--- src/rtl/axi4_lite_regs.sv ---
// AXI4-Lite responder with three read/write registers and one read-only status word.
// AW and W are buffered independently; a write commits once both have arrived.
module axi4_lite_regs #(
    parameter logic [31:0] RST0 = 32'h0,
    parameter logic [31:0] RST1 = 32'h0,
    parameter logic [31:0] RST2 = 32'h0
) (
    input  logic        clk,
    input  logic        rst,
    input  logic [3:0]  awaddr,
    input  logic [2:0]  awprot,
    input  logic        awvalid,
    output logic        awready,
    input  logic [31:0] wdata,
    input  logic [3:0]  wstrb,
    input  logic        wvalid,
    output logic        wready,
    output logic [1:0]  bresp,
    output logic        bvalid,
    input  logic        bready,
    input  logic [3:0]  araddr,
    input  logic [2:0]  arprot,
    input  logic        arvalid,
    output logic        arready,
    output logic [31:0] rdata,
    output logic [1:0]  rresp,
    output logic        rvalid,
    input  logic        rready,
    input  logic [31:0] status,
    output logic [31:0] reg0,
    output logic [31:0] reg1,
    output logic [31:0] reg2,
    output logic [2:0]  wr_pulse
);

    logic        aw_full_q;
    logic [1:0]  aw_word_q;
    logic        w_full_q;
    logic [31:0] w_data_q;
    logic [3:0]  w_strb_q;
    logic [31:0] reg0_q, reg1_q, reg2_q;
    logic        bvalid_q;
    logic [1:0]  bresp_q;
    logic        rvalid_q;
    logic [31:0] rdata_q;
    logic [2:0]  wr_pulse_q;

    logic        aw_hs, w_hs, ar_hs, commit;
    logic [1:0]  wr_word, rd_word;
    logic [31:0] wr_data, byte_mask, old_value, merged, rd_value;
    logic [3:0]  wr_strb;
    logic [2:0]  wr_sel;

    // Protection bits and the byte offset within a word carry no meaning here.
    logic unused_inputs;
    assign unused_inputs = ^{awprot, arprot, awaddr[1:0], araddr[1:0]};

    assign awready  = !aw_full_q && !bvalid_q;
    assign wready   = !w_full_q && !bvalid_q;
    assign arready  = !rvalid_q;
    assign bvalid   = bvalid_q;
    assign bresp    = bresp_q;
    assign rvalid   = rvalid_q;
    assign rdata    = rdata_q;
    assign rresp    = 2'b00;
    assign reg0     = reg0_q;
    assign reg1     = reg1_q;
    assign reg2     = reg2_q;
    assign wr_pulse = wr_pulse_q;

    always_comb begin
        aw_hs   = awvalid && awready;
        w_hs    = wvalid && wready;
        ar_hs   = arvalid && arready;
        // A beat accepted this cycle counts as present, so same-cycle AW+W commits at once.
        commit  = (aw_full_q || aw_hs) && (w_full_q || w_hs);
        wr_word = aw_hs ? awaddr[3:2] : aw_word_q;
        wr_data = w_hs ? wdata : w_data_q;
        wr_strb = w_hs ? wstrb : w_strb_q;
        byte_mask = {{8{wr_strb[3]}}, {8{wr_strb[2]}}, {8{wr_strb[1]}}, {8{wr_strb[0]}}};

        old_value = 32'h0;
        case (wr_word)
            2'd0:    old_value = reg0_q;
            2'd1:    old_value = reg1_q;
            2'd2:    old_value = reg2_q;
            default: old_value = 32'h0;
        endcase
        merged = (old_value & ~byte_mask) | (wr_data & byte_mask);

        wr_sel = 3'b000;
        if (commit && wr_word != 2'd3) begin
            wr_sel = 3'b001 << wr_word;
        end

        rd_word  = araddr[3:2];
        rd_value = 32'h0;
        case (rd_word)
            2'd0:    rd_value = reg0_q;
            2'd1:    rd_value = reg1_q;
            2'd2:    rd_value = reg2_q;
            default: rd_value = status;
        endcase
    end

    always_ff @(posedge clk) begin
        if (!rst) begin
            aw_full_q  <= 1'b0;
            aw_word_q  <= 2'd0;
            w_full_q   <= 1'b0;
            w_data_q   <= 32'h0;
            w_strb_q   <= 4'h0;
            reg0_q     <= RST0;
            reg1_q     <= RST1;
            reg2_q     <= RST2;
            bvalid_q   <= 1'b0;
            bresp_q    <= 2'b00;
            rvalid_q   <= 1'b0;
            rdata_q    <= 32'h0;
            wr_pulse_q <= 3'b000;
        end else begin
            if (commit) begin
                aw_full_q <= 1'b0;
            end else if (aw_hs) begin
                aw_full_q <= 1'b1;
            end
            if (aw_hs) begin
                aw_word_q <= awaddr[3:2];
            end

            if (commit) begin
                w_full_q <= 1'b0;
            end else if (w_hs) begin
                w_full_q <= 1'b1;
            end
            if (w_hs) begin
                w_data_q <= wdata;
                w_strb_q <= wstrb;
            end

            if (wr_sel[0]) reg0_q <= merged;
            if (wr_sel[1]) reg1_q <= merged;
            if (wr_sel[2]) reg2_q <= merged;
            wr_pulse_q <= (|wr_strb) ? wr_sel : 3'b000;

            if (commit) begin
                bvalid_q <= 1'b1;
                bresp_q  <= (wr_word == 2'd3) ? 2'b10 : 2'b00;
            end else if (bvalid_q && bready) begin
                bvalid_q <= 1'b0;
            end

            // Nonblocking reg updates mean a same-cycle read sees the pre-write value.
            if (ar_hs) begin
                rvalid_q <= 1'b1;
                rdata_q  <= rd_value;
            end else if (rvalid_q && rready) begin
                rvalid_q <= 1'b0;
            end
        end
    end

endmodule

--- config.mk ---
export PLATFORM = sky130hd
export DESIGN_NAME = axi4_lite_regs
export DESIGN_NICKNAME = d
export VERILOG_FILES = /design/src/rtl/axi4_lite_regs.sv
export SDC_FILE = /design/constraint.sdc
export NUM_CORES = 1
export LEC_CHECK = 0
export ABC_AREA = 1
export BUFFER_PORTS_ARGS = -buffer_cell sky130_fd_sc_hd__buf_2
export CORE_UTILIZATION = 49
export DETAILED_ROUTE_END_ITERATION = 7
export PLACE_DENSITY = 0.85
export SYNTH_ARGS = -nofsm -noshare
export SYNTH_HDL_FRONTEND = slang
export SYNTH_SLANG_ARGS = --single-unit
--- constraint.sdc ---
create_clock -name clk -period 1.6 [get_ports clk]
set_input_delay 0.32 -clock clk [delete_from_list [all_inputs] [get_ports clk]]
set_output_delay 0.32 -clock clk [all_outputs]
set_load 0.05 [all_outputs]
==> results.json <==
{
  "p_int_w": 0.00920,
  "clk_pin_slew_ps": 70,
  "cts_buffers": 17,
  "yosysTopAreaCellShare": 0.356,
  "comb_power_share": 0.415,
  "power_w": 0.0158,
  "synth.avg_cell_area_um2": 7.52,
  "pre_cts_slack_ps": -196,
  "skew_ps": 12.2,
  "fin_crit_ps": 1710,
  "maxCapViolations": 0,
  "hold_path_class": "in -> reg",
  "first_pass_iters": 6,
  "power.density_nw_per_um2": 1260,
  "synth_async_sr_flop_share": 0,
  "die_area_um2": 20500,
  "maxSlewViolCount": 0,
  "required_ps": 1980,
  "ys_top_cells_by_count": "inv_1, dfxtp_1, nand2_1",
  "grt_setup_unrepaired": "yes",
  "worstRegToRegCells": 10,
  "die_x_um": 143,
  "synth-seq-area-share": 0.356,
  "root_buffer": "clkbuf_16",
  "hold_viol": 0,
  "critPathArrivalTime_ps": 2090,
  "wl_mm": 32.1,
  "cts_tree": "done",
  "startpoint_type": "flop",
  "dr.first_iter.drc_count": 798,
  "fmax_mhz": 585,
  "core_area_um2": 19500,
  "fin_crit_sh": 1.07,
  "hold_slack_ps": 73.1,
  "clkPwrFrac": 0.254,
  "synth-edff-count": 0,
  "regToRegStartpoint": "bvalid",
  "startpoint": "bvalid",
  "yosysMostFrequentCell": "inv_1",
  "grt_use_total": 0.308,
  "netSwitchingFraction": 0.419,
  "synth.yosys.warnings": 0,
  "fin_nets": 1624,
  "end_kind": "flop",
  "use_met3": 0.0560,
  "syn_area_um2": 9770,
  "ys.flop_type": "dfxtp_1",
  "port_buffers": 215,
  "synth_area_leader_cell": "dfxtp_1",
  "num_vias": 10100,
  "grt_max_degree": 35,
  "wl_per_cell_um": 17.7,
  "drcViolationCount": 0,
  "grt_overflow": 0,
  "area_delta_synth_final_pct": 28.5,
  "synth_seq_cells": 174,
  "via_per_inst": 5.54,
  "grt_pass1_wl_mm": 48.5,
  "power_frac_seq": 0.330,
  "ant_nets": 0,
  "crit_path_end": "reg2[17]",
  "num_rows": 51,
  "reg2reg_to": "reg2[17]",
  "rrSetupSlack_ps": -110,
  "die_h_um": 143,
  "antenna_found_initial": 0,
  "drive_gt1_frac": 0.405,
  "critPathKind": "reg -> reg",
  "p_leak_nw": 5.99,
  "clock_latency_ps": 440,
  "clkSinkCount": 174,
  "yosysUniqueCellTypes": 37,
  "start_util": 0.501,
  "io_pins": 229,
  "p_switching_w": 0.00663,
  "h-tree-depth": 4,
  "cp_max_fo": 25,
  "violations": "setup timing",
  "synthTopCellsByArea": "dfxtp_1, inv_1, nand3_1",
  "top_usage_layer": "met2",
  "status": "complete, but fails checks",
  "netlist_instances": 1299,
  "holdBufCountCts": 0,
  "place_hpwl_mm": 22.0,
  "ir_worst_vdd_v": 0.00106,
  "layout_setup_ws_ps": -110,
  "setup_violations": 97,
  "grt_pass1_vias": 9402,
  "gp_congestion": 0.912,
  "met1_usage": 0.375,
  "grtUsageMet2": 0.516,
  "num_antenna_cells": 0,
  "cts_buffer_depth": 2
}
-- metrics by stage --
stage / cells / utilization / TNS, ps / cell area [µm²]
final: 1813 / 0.643 / -5490 / 12600
after detailed placement: 1771 / 0.596 / -15810 / 11600
after global placement: 1771 / 0.596 / -11500 / 11600
after global routing: 1813 / 0.643 / -13890 / 12600
after CTS: 1809 / 0.631 / -1650 / 12300
after floorplan: 1301 / - / -20640 / 9890
-- critical path: stages (launching register included) --
cell and delay, ps:
dfxtp_4 370, nor2_4 200, nand2_4 110, inv_2 70
nor2_2 60, nor2_8 160, nand3_4 160, buf_12 220
a21oi_2 170, nand2_1 70, inv_1 60
-- how the worst min path moves through the flow --
stage          cells past startpoint      from  slack, ps       end
2_1_floorplan                      1    bready        410    bvalid
3_3_place_gp                       2  bresp[1]        470  bresp[1]
5_1_grt                            2    bready         80    bvalid
6_report                           2    bready         70    bvalid
3_5_place_dp                       2  bresp[1]        480  bresp[1]
4_1_cts                            2    bready         50    bvalid
-- cell usage in the layout (no fill, tap or decap), types with 4 or more instances in the layout --
cell          n
a21oi_1      50
a21oi_2      90
a31oi_1      20
buf_12       30
buf_2       214
buf_4        47
buf_6         4
clkbuf_16    20
clkbuf_8      4
clkinv_4      6
clkinvlp_4    4
dfxtp_1     170
inv_1       234
inv_2         4
nand2_1     158
nand2_2      43
nand2_4       5
nand3_1     137
nand3_2      90
nand3_4       4
nor2_1       44
o21a_1       33
o21ai_0      34
o21ai_4       5
o221ai_1     12
o22ai_1      20
or2_2        32
-- per-layer routing --
metal,vias to the layer above,routed length [µm]
met4,0,1510
met1,4720,12500
met5,-,0
li1,4647,-
met2,576,15200
met3,109,2930
-- kinds of logic after synthesis --
kind of cell,after synthesis,synth area share
AND/OR/NAND/NOR,525,0.293
flip-flops,174,0.356
AO/OA/AOI/OAI,266,0.190
other,1,0.000384
buffers and inverters,333,0.160
-- power by group through the flow --
stage / clock network, W / logic, W / registers (W)
after global placement: 0 / 0.00593 / 0.00529
after global routing: 0.00424 / 0.00694 / 0.00528
after CTS: 0.00403 / 0.00622 / 0.00521
after floorplan: 0 / 0.00324 / 0.00644
final: 0.00403 / 0.00657 / 0.00523
after detailed placement: 0 / 0.00605 / 0.00531
-- registers in the layout, indices dropped and copies added, names as in the netlist --
register / count
w_full_q: 1
bvalid: 1
reg0: 32
aw_word_q: 2
aw_full_q: 1
rdata: 32
reg1: 32
w_data_q: 32
w_strb_q: 4
bresp: 1
wr_pulse: 3
rvalid: 1
reg2: 32
-- layout make-up --
class / instances / area [µm²]
timing repair inverter: 1 / 3.75
clock buffer: 22 / 484
tap: 265 / 332
inverter: 246 / 970
fill: 1636 / 6970
clock inverter: 10 / 80.1
sequential: 174 / 3490
multi-input combinational: 794 / 4990
timing repair buffer: 301 / 2200
-- repair_timing --
item,4_1_cts,5_1_grt
cloned,1,3
pin swaps,1,3
buffers inserted,5,1
resized for setup,27,34
setup endpoints to repair,100,100
(Power assumes the default switching activity.)
